`config.mk`:
```
export PLATFORM = sky130hd
export DESIGN_NAME = sync_fifo_lvl
export DESIGN_NICKNAME = d
export VERILOG_FILES = /design/src/rtl/fifo_pkg.sv /design/src/rtl/fifo_ram.sv /design/src/rtl/sync_fifo_lvl.sv
export SDC_FILE = /design/constraint.sdc
export NUM_CORES = 1
export LEC_CHECK = 0
export ABC_AREA = 1
export CAP_MARGIN = 20
export CORE_MARGIN = 4
export CORE_UTILIZATION = 40
export CTS_BUF_LIST = sky130_fd_sc_hd__clkbuf_4
export CTS_CLUSTER_DIAMETER = 100
export DETAILED_ROUTE_END_ITERATION = 8
export GPL_TIMING_DRIVEN = 0
export PLACE_DENSITY_LB_ADDON = 0.05
export SETUP_SLACK_MARGIN = 0.15
export SLEW_MARGIN = 10
export SYNTH_ARGS = -nofsm -noshare
export SYNTH_HDL_FRONTEND = slang
export SYNTH_SLANG_ARGS = --single-unit
export TNS_END_PERCENT = 5
```
`constraint.sdc`:
```
create_clock -name clk -period 4.2 [get_ports clk]
set_input_delay 1.26 -clock clk [delete_from_list [all_inputs] [get_ports clk]]
set_output_delay 1.26 -clock clk [all_outputs]
set_load 0.05 [all_outputs]
```
`src/rtl/fifo_pkg.sv`:
```
// ============================================================================
// Module      : fifo_pkg
// Description : Shared helpers for sync_fifo_lvl (count width, parameter check).
// Revision    : 1.0
// ============================================================================
`default_nettype none

package fifo_pkg;

    function automatic int count_width(input int aw);
        return aw + 1;
    endfunction

    // True when address width and both thresholds sit inside their legal ranges.
    function automatic bit params_ok(input int aw, input int afull, input int aempty);
        bit ok;
        ok = (aw >= 1) && (aw <= 12);
        if (ok) begin
            ok = (afull >= 1) && (afull <= (1 << aw)) &&
                 (aempty >= 0) && (aempty <= (1 << aw) - 1);
        end
        return ok;
    endfunction

endpackage

`default_nettype wire

```
`src/rtl/fifo_ram.sv`:
```
// ============================================================================
// Module      : fifo_ram
// Description : DATA_WIDTH x 2**ADDR_WIDTH array, synchronous write, async read.
// Revision    : 1.0
// ============================================================================
`default_nettype none

module fifo_ram #(
    parameter int DATA_WIDTH = 32,
    parameter int ADDR_WIDTH = 4
) (
    input  logic                  clk,
    input  logic                  i_we,
    input  logic [ADDR_WIDTH-1:0] i_waddr,
    input  logic [DATA_WIDTH-1:0] i_wdata,
    input  logic [ADDR_WIDTH-1:0] i_raddr,
    output logic [DATA_WIDTH-1:0] o_rdata
);

    localparam int c_DEPTH = 2 ** ADDR_WIDTH;

    logic [DATA_WIDTH-1:0] r_mem [c_DEPTH];

    // Contents are deliberately left unreset so the array maps onto LUTRAM.
    always_ff @(posedge clk) begin
        if (i_we) begin
            r_mem[i_waddr] <= i_wdata;
        end
    end

    assign o_rdata = r_mem[i_raddr];

endmodule

`default_nettype wire

```
`src/rtl/sync_fifo_lvl.sv`:
```
// ============================================================================
// Module      : sync_fifo_lvl
// Description : Single-clock show-ahead FIFO with occupancy, threshold flags,
//               flush and optional sticky errors (macro SYNC_FIFO_LVL_ERR_EN).
// Revision    : 1.0
// ============================================================================
`default_nettype none

module sync_fifo_lvl
    import fifo_pkg::*;
#(
    parameter int DATA_WIDTH    = 32,
    parameter int ADDR_WIDTH    = 4,
    parameter int AFULL_THRESH  = (2 ** ADDR_WIDTH) - 2,
    parameter int AEMPTY_THRESH = 1
) (
    input  logic                  clk,
    input  logic                  i_rst_n,
    input  logic                  i_flush,
    input  logic                  i_wen,
    input  logic [DATA_WIDTH-1:0] i_data,
    input  logic                  i_ren,
    output logic [DATA_WIDTH-1:0] o_data,
    output logic                  o_empty,
    output logic                  o_full,
    output logic                  o_almost_empty,
    output logic                  o_almost_full,
    output logic [ADDR_WIDTH:0]   o_count,
    input  logic                  i_err_clr,
    output logic                  o_ovf,
    output logic                  o_udf
);

    localparam int                c_DEPTH   = 2 ** ADDR_WIDTH;
    localparam int                c_CW      = count_width(ADDR_WIDTH);
    localparam logic [c_CW-1:0]   c_FULL    = c_CW'(c_DEPTH);
    localparam logic [c_CW-1:0]   c_AFULL   = c_CW'(AFULL_THRESH);
    localparam logic [c_CW-1:0]   c_AEMPTY  = c_CW'(AEMPTY_THRESH);

    if (!params_ok(ADDR_WIDTH, AFULL_THRESH, AEMPTY_THRESH)) begin : g_bad_params
        $error("sync_fifo_lvl: ADDR_WIDTH or threshold parameters out of range");
    end

    logic [ADDR_WIDTH-1:0] r_wptr;
    logic [ADDR_WIDTH-1:0] r_rptr;
    logic [c_CW-1:0]       r_count;
    logic                  w_full;
    logic                  w_empty;
    logic                  w_wr;
    logic                  w_rd;

    assign w_full  = (r_count == c_FULL);
    assign w_empty = (r_count == '0);

    // Acceptance is judged on current flags only, so no empty-bypass exists.
    assign w_wr = i_wen & ~w_full  & ~i_flush;
    assign w_rd = i_ren & ~w_empty & ~i_flush;

    always_ff @(posedge clk or negedge i_rst_n) begin
        if (!i_rst_n) begin
            r_wptr  <= '0;
            r_rptr  <= '0;
            r_count <= '0;
        end else if (i_flush) begin
            r_wptr  <= '0;
            r_rptr  <= '0;
            r_count <= '0;
        end else begin
            if (w_wr) r_wptr <= r_wptr + ADDR_WIDTH'(1);
            if (w_rd) r_rptr <= r_rptr + ADDR_WIDTH'(1);
            unique case ({w_wr, w_rd})
                2'b10:   r_count <= r_count + c_CW'(1);
                2'b01:   r_count <= r_count - c_CW'(1);
                default: r_count <= r_count;
            endcase
        end
    end

    fifo_ram #(
        .DATA_WIDTH (DATA_WIDTH),
        .ADDR_WIDTH (ADDR_WIDTH)
    ) u_ram (
        .clk     (clk),
        .i_we    (w_wr),
        .i_waddr (r_wptr),
        .i_wdata (i_data),
        .i_raddr (r_rptr),
        .o_rdata (o_data)
    );

    assign o_empty        = w_empty;
    assign o_full         = w_full;
    assign o_almost_empty = (r_count <= c_AEMPTY);
    assign o_almost_full  = (r_count >= c_AFULL);
    assign o_count        = r_count;

`ifdef SYNC_FIFO_LVL_ERR_EN
    logic r_ovf;
    logic r_udf;

    // A set in the same cycle as a clear wins.
    always_ff @(posedge clk or negedge i_rst_n) begin
        if (!i_rst_n) begin
            r_ovf <= 1'b0;
            r_udf <= 1'b0;
        end else begin
            r_ovf <= (i_wen & w_full  & ~i_flush) | (r_ovf & ~i_err_clr);
            r_udf <= (i_ren & w_empty & ~i_flush) | (r_udf & ~i_err_clr);
        end
    end

    assign o_ovf = r_ovf;
    assign o_udf = r_udf;
`else
    logic w_unused_err_clr;
    assign w_unused_err_clr = i_err_clr;
    assign o_ovf = 1'b0;
    assign o_udf = 1'b0;
`endif

endmodule

`default_nettype wire

```
==> impl_metrics.env, run 1 <==
export IMPL_status="finished, final reports clean"
export IMPL_grt_pass1_wl_mm=96.9
export IMPL_r2r_end="u_ram.r_mem[14][8]$_DFFE_PP_"
export IMPL_cts_sinks=525
export IMPL_overflow=0
export IMPL_top_level_ports=81
export IMPL_vias=14500
export IMPL_port_buffer_count=77
export IMPL_nNetsFinal=1959
export IMPL_holdWs_ns=0.635
export IMPL_grt_start_max_net_pins=20
export IMPL_cts_root_buf="clkbuf_4"
export IMPL_place_area_um2=23100
export IMPL_path_delay_family="buffers and inverters"
export IMPL_wl_per_cell_um=25.1
export IMPL_first_pass_iters=6
export IMPL_rrSetupSlack_ns=1.15
export IMPL_die_area_um2=55800
export IMPL_fin_crit_ns=4.04
export IMPL_clk_pin_slew_worst_paths_ns=0.06
export IMPL_irDropWorstVdd_mv=0.459
export IMPL_syn_to_final_growth_pct=24.7
export IMPL_ys_warn_count=0
export IMPL_worst_path_buf_inv=4
export IMPL_crit_end="o_data[29]"
export IMPL_initial_core_util_pct=40.6
export IMPL_crit_cells=8
export IMPL_antenna_found_initial=2
export IMPL_netlist_area_um2=20800
export IMPL_htreeDepth=4
export IMPL_dp_cells=2432
export IMPL_fin_cells=2709
export IMPL_start_kind="flip-flop"
export IMPL_synth_area_leaders="edfxtp_1 (74%), nand2_1 (5.9%), nor2_1 (3.1%)"
export IMPL_critPathSlowestCell="dfrtp_2"
export IMPL_mostFrequentLayoutCells="edfxtp_1 (512), nand2_1 (318), clkbuf_4 (249), nor2_1 (162), o21ai_0 (104)"
export IMPL_async_flop_share_pct=2.48
export IMPL_dieWidth_um=236
export IMPL_power_density_nw_per_um2=605
export IMPL_final_area_um2=26000
export IMPL_slowest_delay_ns=0.49
export IMPL_drive_above_1_share_pct=25.5
export IMPL_gp_congestion=0.772
export IMPL_slew_headroom_pct=41.2
export IMPL_die_h_um=236
export IMPL_drv_slew=0
export IMPL_drt_iter0_drc=1453
export IMPL_synth_area_per_cell_um2=12.8
export IMPL_track_usage_pct=24.1
export IMPL_fmaxAchievable_ghz=0.248
export IMPL_synth_seq_area_share_pct=75.3
export IMPL_nFillCells=4553
export IMPL_crit_path_max_fanout=10
export IMPL_final_setup_skew_ns=0.0332
export IMPL_regArea_um2=15700
export IMPL_drcViolationCount=0
export IMPL_layout_cells_most_common="edfxtp_1"
export IMPL_hold_viol_final=0
export IMPL_cp_required_ns=2.94
export IMPL_multi_input_area_um2=4850
export IMPL_path_common_cell="buf_4"
export IMPL_cts_tree="built"
export IMPL_synth_top_area_share_pct=73.8
export IMPL_grt_pass1_vias=14100
export IMPL_min_path_type="flip-flop to flip-flop"
export IMPL_cap_violations=0
export IMPL_cp_cell_sequence="clkbuf_16 -> buf_4 -> buf_4 -> nand2_1 -> nand3_1 -> nand4_1 -> nand2_2 -> buf_8"
export IMPL_synth_edff_count=512
export IMPL_core_area_um2=51400
export IMPL_clock_tree_buffer_depth=3
export IMPL_antenna_left=0
export IMPL_cts_buffers=145
export IMPL_worst_pin_slew_ns=0.877
export IMPL_num_rows=83
export IMPL_setup_viol=0
export IMPL_ys_flop_type="edfxtp_1"
export IMPL_via_per_inst=5.35
export IMPL_post_route_period_util_pct=96.2
export IMPL_synth_largest_area_cell="edfxtp_1"
export IMPL_wirelength_mm=67.9
export IMPL_yosysUniqueCellTypes=30
export IMPL_postSynthCellCount=1626
export IMPL_crit_path_end_kind="primary output"
export IMPL_crit_type="flip-flop to primary output"
export IMPL_ys_seq_elements=525
export IMPL_r2r_start="o_count[0]$_DFFE_PN0P_"
export IMPL_p_leak_nw=9.27
export IMPL_hpwl_mm=43.5
export IMPL_worstSkewPairLatency_ns=0.96
export IMPL_startpoint="r_rptr[0]$_DFFE_PN0P_"
export IMPL_rsz0062_at_grt="yes"
export IMPL_rr_worst_depth=8
export IMPL_arrival_ns=2.78
## sequential cells by signal, indices dropped and copies added (netlist names)
name,count
u_ram.r_mem,512
o_count,5
r_rptr,4
r_wptr,4
## worst min-delay path: cells and delay by family (launching register included)
family / cells / cell delay [ns]
flops: 1 / 0.46
simple gates: 2 / 0.14
## how the worst min path moves through the flow
stage	start	to	slack, ns	cells past startpoint
6_report	o_count[0]$_DFFE_PN0P_	o_count[0]$_DFFE_PN0P_	0.64	2
5_1_grt	o_count[0]$_DFFE_PN0P_	o_count[0]$_DFFE_PN0P_	0.67	2
4_1_cts	i_rst_n	o_count[1]$_DFFE_PN0P_	0.61	1
3_5_place_dp	o_count[0]$_DFFE_PN0P_	o_count[0]$_DFFE_PN0P_	0.61	2
3_3_place_gp	o_count[0]$_DFFE_PN0P_	o_count[0]$_DFFE_PN0P_	0.60	2
2_1_floorplan	r_wptr[2]$_DFFE_PN0P_	r_wptr[2]$_DFFE_PN0P_	0.56	2
## final cells by class
| cell class | instances | area share, % |
|---|---|---|
| antenna | 7 | 0.0674 |
| buffer | 99 | 3.60 |
| clock buffer | 230 | 6.64 |
| clock inverter | 28 | 1.12 |
| inverter | 24 | 0.419 |
| multi-input combinational | 978 | 18.6 |
| sequential | 525 | 60.4 |
| tap | 680 | 3.27 |
| timing repair buffer | 138 | 5.83 |
## cells in the mapped netlist (13+ instances only)
| master | n |
|---|---|
| o21ai_1 | 67 |
| nand2_1 | 327 |
| nand4_1 | 28 |
| nor2_1 | 171 |
| clkbuf_1 | 32 |
| o21ai_0 | 107 |
| buf_2 | 47 |
| dfrtp_1 | 13 |
| o211ai_1 | 29 |
| a21oi_1 | 75 |
| edfxtp_1 | 512 |
| nand3_1 | 98 |
| inv_1 | 18 |
| o22ai_1 | 36 |
## layer usage
| metal | track usage [%] | vias to the layer above | routed length (um) |
|---|---|---|---|
| li1 | - | 6592 | - |
| met1 | 32.8 | 7148 | 28900 |
| met2 | 37.8 | 635 | 31800 |
| met3 | 6.16 | 117 | 5290 |
| met4 | 8.60 | 0 | 1840 |
| met5 | 0 | - | 0 |
## power by group
group / leakage (nW) / switching, mW / internal [mW] / total (mW)
clock network: 1.20 / 2.17 / 2.90 / 5.06
logic: 3.28 / 3.25 / 1.54 / 4.80
registers: 4.79 / 0.0552 / 5.82 / 5.88
## logic make-up after synthesis
logic type / Yosys count / share of synthesized area (%)
AOI/OAI and AO/OA: 316 / 8.19
xor gates and xnor gates: 6 / 0.252
adders and majority gates: 10 / 0.600
buffers and inverters: 124 / 2.80
DFF: 525 / 75.3
other: 1 / 0.0180
and+or+nand+nor: 644 / 12.8
## per-stage QoR
step | power [mW] | setup slack, ns | setup TNS [ns] | util (%)
global route | 16.5 | 0.0253 | 0 | 50.6
floorplan | 8.53 | -0.0699 | -17.87 | -
CTS | 15.6 | -0.0341 | -0.239 | 49.7
detailed placement | 10.3 | -0.244 | -3.52 | 45.0
global placement | 10.2 | -4.31 | -1461.37 | 43.7
finish | 15.7 | 0.161 | 0 | 50.6
## repair_timing
item	CTS	global route
cloned	0	4
pin swaps	4	15
setup endpoints to repair	36	32
hold buffers	0	0
setup buffers	2	7
gates resized for setup	362	95
Note: power is estimated with default switching activity, not from simulation.
==> inputs of run 2 (changes only) <==
--- a/config.mk
+++ b/config.mk
@@ -8,7 +8,7 @@
 export ABC_AREA = 1
 export CAP_MARGIN = 20
 export CORE_MARGIN = 4
-export CORE_UTILIZATION = 40
+export CORE_UTILIZATION = 63
 export CTS_BUF_LIST = sky130_fd_sc_hd__clkbuf_4
 export CTS_CLUSTER_DIAMETER = 100
 export DETAILED_ROUTE_END_ITERATION = 8
==> run 2 against run 1 <==
Effect of this change:
- count of clock-buffer cells in the layout down 18
- critical path type unchanged
- largest cell class unchanged
- combinational power down 10%
- critical endpoint is now o_data[27]
- critical path depth down 1
- global-route usage up 9.6 points
- die area down 35%
==> impl_metrics.env, run 2 (synthesized netlist as in run 1, its figures left out) <==
export IMPL_nFillCells=2079
export IMPL_worstSkewPairLatency_ns=0.80
export IMPL_switching_power_mw=5.13
export IMPL_clock_tree_buffer_depth=3
export IMPL_wl_per_cell_um=25.1
export IMPL_drt_iter0_drc=2150
export IMPL_htreeDepth=4
export IMPL_final_setup_skew_ns=0.0358
export IMPL_mostFrequentLayoutCells="edfxtp_1 (512), nand2_1 (325), clkbuf_4 (237), nor2_1 (163), o21ai_0 (107)"
export IMPL_min_path_type="flip-flop to flip-flop"
export IMPL_nNetsFinal=1934
export IMPL_crit_cells=7
export IMPL_drv_slew=0
export IMPL_track_usage_pct=33.7
export IMPL_die_area_um2=36100
export IMPL_dieWidth_um=190
export IMPL_core_area_um2=32600
export IMPL_hold_viol_final=0
export IMPL_fin_crit_ns=4.01
export IMPL_fin_util_pct=75.7
export IMPL_clk_pin_slew_worst_paths_ns=0.07
export IMPL_die_h_um=190
export IMPL_grt_start_max_net_pins=21
export IMPL_drive_above_1_share_pct=22.3
export IMPL_crit_path_end_kind="primary output"
export IMPL_path_delay_family="buffers and inverters"
export IMPL_start_kind="flip-flop"
export IMPL_crit_path_max_fanout=10
export IMPL_cts_sinks=525
export IMPL_first_pass_iters=5
export IMPL_post_route_period_util_pct=95.6
export IMPL_arrival_ns=2.75
export IMPL_cts_buffers=135
export IMPL_slowest_delay_ns=0.44
export IMPL_p_leak_nw=8.88
export IMPL_via_per_inst=6.16
export IMPL_syn_to_final_growth_pct=18.5
export IMPL_grt_pass1_vias=14700
export IMPL_crit_type="flip-flop to primary output"
export IMPL_cts_root_buf="clkbuf_4"
export IMPL_fin_ws_ns=0.186
export IMPL_wirelength_mm=60.6
export IMPL_top_level_ports=81
export IMPL_comb_power_share_pct=29.5
export IMPL_worst_path_buf_inv=3
export IMPL_worst_pin_slew_ns=1.02
export IMPL_vias=14900
export IMPL_rsz0062_at_grt="yes"
export IMPL_holdPathStages=2
export IMPL_fmaxAchievable_ghz=0.249
export IMPL_grt_pass1_wl_mm=88.8
export IMPL_cp_required_ns=2.94
export IMPL_antenna_left=0
export IMPL_setup_viol=0
export IMPL_drcViolationCount=0
export IMPL_overflow=0
export IMPL_gp_congestion=0.824
export IMPL_cp_cell_sequence="buf_4 -> clkbuf_2 -> o21ai_0 -> o211ai_1 -> nand4_1 -> nand2_1 -> clkbuf_4"
export IMPL_layout_cells_most_common="edfxtp_1"
export IMPL_cap_violations=0
export IMPL_cts_tree="built"
export IMPL_rr_worst_depth=9
export IMPL_largest_reg_flops=512
export IMPL_num_rows=66
export IMPL_dp_cells=2189
export IMPL_status="finished, final reports clean"
export IMPL_power_frac_clock_pct=30.3
export IMPL_switching_share_pct=35.2
export IMPL_fin_cells=2416
export IMPL_top_register="u_ram.r_mem"
export IMPL_antenna_found_initial=1
export IMPL_slew_headroom_pct=31.8
export IMPL_hpwl_mm=38.5
export IMPL_p_int_mw=9.46
export IMPL_irDropWorstVdd_mv=0.385
export IMPL_p_seq_share_pct=40.2
export IMPL_power_density_nw_per_um2=591
export IMPL_initial_core_util_pct=63.9
export IMPL_place_ws_ns=-0.0796
export IMPL_port_buffer_count=77
export IMPL_critPathSlowestCell="dfrtp_2"
==> run 2: cell types whose count changed in the layout (fill, tap and decap cells not counted), moves of 7 or more <==
cell	change
a21oi_1	+21
clkbuf_4	-12
a21oi_2	-20
clkinv_1	-13
clkbuf_2	+13
buf_4	-9
buf_12	-11
buf_2	+19
nand2_1	+7
nand2_2	-7
buf_6	-26
==> run 2: cell type report <==
| type | count | area, um^2 | area share [%] |
|---|---|---|---|
| well taps | 442 | 553 | 2.24 |
| multi-input cells | 978 | 4710 | 19.1 |
| flip-flops and latches | 525 | 15700 | 63.6 |
| clock buffers | 212 | 1590 | 6.44 |
| plain buffers | 100 | 671 | 2.71 |
| clock inverters | 12 | 124 | 0.501 |
| diodes | 1 | 2.50 | 0.0101 |
| inverters | 24 | 97.6 | 0.395 |
| repair buffers | 122 | 1260 | 5.08 |
==> run 2: power groups by stage <==
stage | Combinational (mW) | Clock (mW) | Sequential (mW)
5_1_grt | 4.55 | 4.76 | 5.88
4_1_cts | 4.14 | 4.43 | 5.87
6_report | 4.30 | 4.42 | 5.87
2_1_floorplan | 2.50 | 0 | 6.02
3_5_place_dp | 4.13 | 0 | 5.99
3_3_place_gp | 4.03 | 0 | 5.99
==> run 2: path summary, 6_finish.rpt <==
path	endpoint	slack, ns	from
min in group asynchronous	o_count[0]$_DFFE_PN0P_	0.86	i_rst_n
max in group asynchronous	r_rptr[1]$_DFFE_PN0P_	2.90	i_rst_n
min reg2reg	o_count[0]$_DFFE_PN0P_	0.62	o_count[0]$_DFFE_PN0P_
min	o_count[0]$_DFFE_PN0P_	0.62	o_count[0]$_DFFE_PN0P_
max	o_data[27]	0.19	r_rptr[1]$_DFFE_PN0P_
max reg2reg	u_ram.r_mem[7][16]$_DFFE_PP_	1.01	o_count[0]$_DFFE_PN0P_
==> run 2: per-stage QoR <==
stage | instance area [um^2] | TNS, ns | power [mW] | hold slack (ns)
2_1_floorplan | 20800 | -17.87 | 8.53 | 0.563
3_3_place_gp | 22200 | -1236.34 | 10.0 | 0.590
3_5_place_dp | 22800 | -0.468 | 10.1 | 0.600
4_1_cts | 24600 | 0 | 14.4 | 0.617
5_1_grt | 24700 | 0 | 15.2 | 0.682
6_report | 24700 | 0 | 14.6 | 0.623
==> run 2: worst min-delay path: stages, from the launching register on <==
cell,delay (ns)
dfrtp_1,0.45
nand2_1,0.08
nand2_1,0.07
==> run 2: metal layers <==
layer	global-route usage [%]	vias up	routed length, um
met3	9.67	126	8120
met4	12.0	0	1480
met1	45.4	7099	22000
li1	-	6495	-
met2	53.5	1153	29000
met5	0	-	0
==> run 2: timing repair <==
| action | CTS | global route |
|---|---|---|
| pin swaps | 0 | 1 |
| endpoints found under the setup margin | 32 | 35 |
| gates resized for setup | 197 | 114 |
| setup buffers | 2 | 0 |
| hold buffers | 0 | 0 |
==> inputs of run 3 (changes only) <==
--- a/config.mk
+++ b/config.mk
@@ -7,6 +7,7 @@
 export LEC_CHECK = 0
 export ABC_AREA = 1
 export CAP_MARGIN = 20
+export CORE_ASPECT_RATIO = 2
 export CORE_MARGIN = 4
 export CORE_UTILIZATION = 63
 export CTS_BUF_LIST = sky130_fd_sc_hd__clkbuf_4
@@ -14,6 +15,7 @@
 export DETAILED_ROUTE_END_ITERATION = 8
 export GPL_TIMING_DRIVEN = 0
 export PLACE_DENSITY_LB_ADDON = 0.05
+export REMOVE_ABC_BUFFERS = 1
 export SETUP_SLACK_MARGIN = 0.15
 export SLEW_MARGIN = 10
 export SYNTH_ARGS = -nofsm -noshare
==> run 3 against run 2 <==
Effect of this change:
- first-iteration DRC count shrank 23%
- cell area grew 1.1%
- die area grew 0.49%
- non-clock buffer count shrank 47
- critical path depth grew 4
- wire length shrank 1.4%
- combinational power grew 5.3%
- setup slack lost 0.024 ns
- sequential power is essentially flat
- count of clock-buffer cells in the layout shrank 64
- critical endpoint is now o_data[2]
==> impl_metrics.env, run 3 (synthesized netlist as in run 1, its figures left out) <==
export IMPL_switching_share_pct=35.0
export IMPL_port_buffer_count=77
export IMPL_fmaxAchievable_ghz=0.248
export IMPL_worstSkewPairLatency_ns=0.81
export IMPL_top_level_ports=81
export IMPL_cp_cell_sequence="buf_16 -> buf_16 -> clkinv_16 -> buf_16 -> nor2_1 -> nor2_1 -> o21ai_0 -> o211ai_1 -> nand4_1 -> nand2_2 -> buf_8"
export IMPL_worst_path_buf_inv=5
export IMPL_mostFrequentLayoutCells="edfxtp_1 (512), nand2_1 (323), nor2_1 (163), clkbuf_4 (152), o21ai_0 (107)"
export IMPL_clk_pin_slew_worst_paths_ns=0.07
export IMPL_cts_buffers=106
export IMPL_drt_iter0_drc=1648
export IMPL_rsz0062_at_grt="yes"
export IMPL_cap_violations=0
export IMPL_setup_viol=0
export IMPL_crit_path_max_fanout=11
export IMPL_num_rows=94
export IMPL_status="finished, final reports clean"
export IMPL_layout_cells_most_common="edfxtp_1"
export IMPL_fin_crit_ns=4.04
export IMPL_grt_pass1_wl_mm=86.5
export IMPL_slowest_delay_ns=0.51
export IMPL_track_usage_pct=33.0
export IMPL_antenna_left=0
export IMPL_path_common_cell="buf_16"
export IMPL_drcViolationCount=0
export IMPL_largest_reg_flops=512
export IMPL_irDropWorstVdd_mv=0.562
export IMPL_comb_power_share_pct=32.2
export IMPL_die_h_um=265
export IMPL_fin_cells=2329
export IMPL_gp_congestion=0.765
export IMPL_wirelength_mm=59.7
export IMPL_vias=14800
export IMPL_critPathSlowestCell="dfrtp_4"
export IMPL_worst_pin_slew_ns=1.02
export IMPL_overflow=0
export IMPL_nNetsFinal=1866
export IMPL_antenna_found_initial=2
export IMPL_switching_power_mw=4.93
export IMPL_slew_headroom_pct=31.7
export IMPL_arrival_ns=2.78
export IMPL_core_area_um2=32800
export IMPL_grt_start_max_net_pins=70
export IMPL_first_pass_iters=7
export IMPL_cts_sinks=525
export IMPL_drv_slew=0
export IMPL_path_delay_family="buffers and inverters"
export IMPL_p_seq_share_pct=41.8
export IMPL_dp_cells=2094
export IMPL_drive_above_1_share_pct=18.2
export IMPL_clock_tree_buffer_depth=3
export IMPL_final_setup_skew_ns=0.0387
export IMPL_min_path_type="flip-flop to flip-flop"
export IMPL_p_leak_nw=8.82
export IMPL_syn_to_final_growth_pct=19.8
export IMPL_cts_root_buf="clkbuf_4"
export IMPL_die_area_um2=36200
export IMPL_p_int_mw=9.16
export IMPL_fin_setup_tns_ns=0
export IMPL_htreeDepth=3
export IMPL_grt_pass1_vias=14700
export IMPL_wl_per_cell_um=25.7
export IMPL_power_density_nw_per_um2=564
export IMPL_crit_path_end_kind="primary output"
export IMPL_dieWidth_um=137
export IMPL_post_route_period_util_pct=96.1
export IMPL_top_register="u_ram.r_mem"
export IMPL_hpwl_mm=29.4
export IMPL_via_per_inst=6.34
export IMPL_cts_tree="built"
export IMPL_hold_viol_final=0
export IMPL_crit_type="flip-flop to primary output"
export IMPL_holdWs_ns=0.639
export IMPL_start_kind="flip-flop"
export IMPL_power_frac_clock_pct=26.1
export IMPL_initial_core_util_pct=63.5
export IMPL_p_total_mw=14.1
export IMPL_cp_required_ns=2.94
## run 3: changes by cell type in the layout (fill, tap and decap cells not counted), sizes merged
cell and delta:
clkinv +33, diode +1, buf -11, clkbuf -109, bufbuf +9
## run 3: worst paths after layout
| path | startpoint | end | slack [ns] | cells past startpoint |
|---|---|---|---|---|
| max in group asynchronous | i_rst_n | r_rptr[1]$_DFFE_PN0P_ | 2.83 | 1 |
| min in group asynchronous | i_rst_n | o_count[4]$_DFFE_PN0P_ | 0.87 | 1 |
| worst max register to register | o_count[0]$_DFFE_PN0P_ | u_ram.r_mem[3][13]$_DFFE_PP_ | 0.94 | 8 |
| worst min register to register | r_wptr[2]$_DFFE_PN0P_ | r_wptr[2]$_DFFE_PN0P_ | 0.64 | 2 |
| worst max-delay path | r_rptr[0]$_DFFE_PN0P_ | o_data[2] | 0.16 | 11 |
| worst min-delay path | r_wptr[2]$_DFFE_PN0P_ | r_wptr[2]$_DFFE_PN0P_ | 0.64 | 2 |
## run 3: per-layer routing
metal  GRT usage, %  vias up  wire (um)
met5              0        -          0
met4           18.2        0       3100
met3           6.23      221       6030
met2           54.6     1009      30600
met1           40.8     7179      20000
li1               -     6366          -
## run 3: timing repair
| item | 4_1_cts | 5_1_grt |
|---|---|---|
| gates resized for setup | 224 | 26 |
| gates cloned | 21 | 3 |
| endpoints found under the setup margin | 34 | 34 |
| buffers inserted | 20 | 4 |
| pin swaps | 5 | 2 |
| hold buffers | 0 | 0 |
## run 3: metrics by stage
step	area [um^2]	setup WS [ns]	utilization [%]
floorplan	20400	-4.15	-
global placement	21700	-10.03	66.0
detailed placement	22700	-0.985	69.1
CTS	24800	0.107	75.5
global route	25000	0.106	76.1
finish	25000	0.162	76.1
## run 3: power by group through the flow
stage	registers, mW	logic [mW]	clock network (mW)
after CTS	5.88	4.36	3.69
final	5.89	4.53	3.67
after floorplan	6.25	2.20	0
after global placement	6.33	2.97	0
after global routing	5.89	4.80	3.97
after detailed placement	6.11	3.53	0
## run 3: tightest hold or removal path: stages (launching register included)
cell and delay, ns:
dfrtp_1 0.37, inv_1 0.09, a21oi_1 0.13
## run 3: area by class of cell
type	instances	area, um^2
clock buffers	148	1110
diodes	2	5.00
inverters	24	180
multi-input cells	978	4720
repair buffers	175	2370
repair inverters	8	120
well taps	432	541
fillers	1992	7840
flip-flops and latches	525	15700
clock inverters	37	225
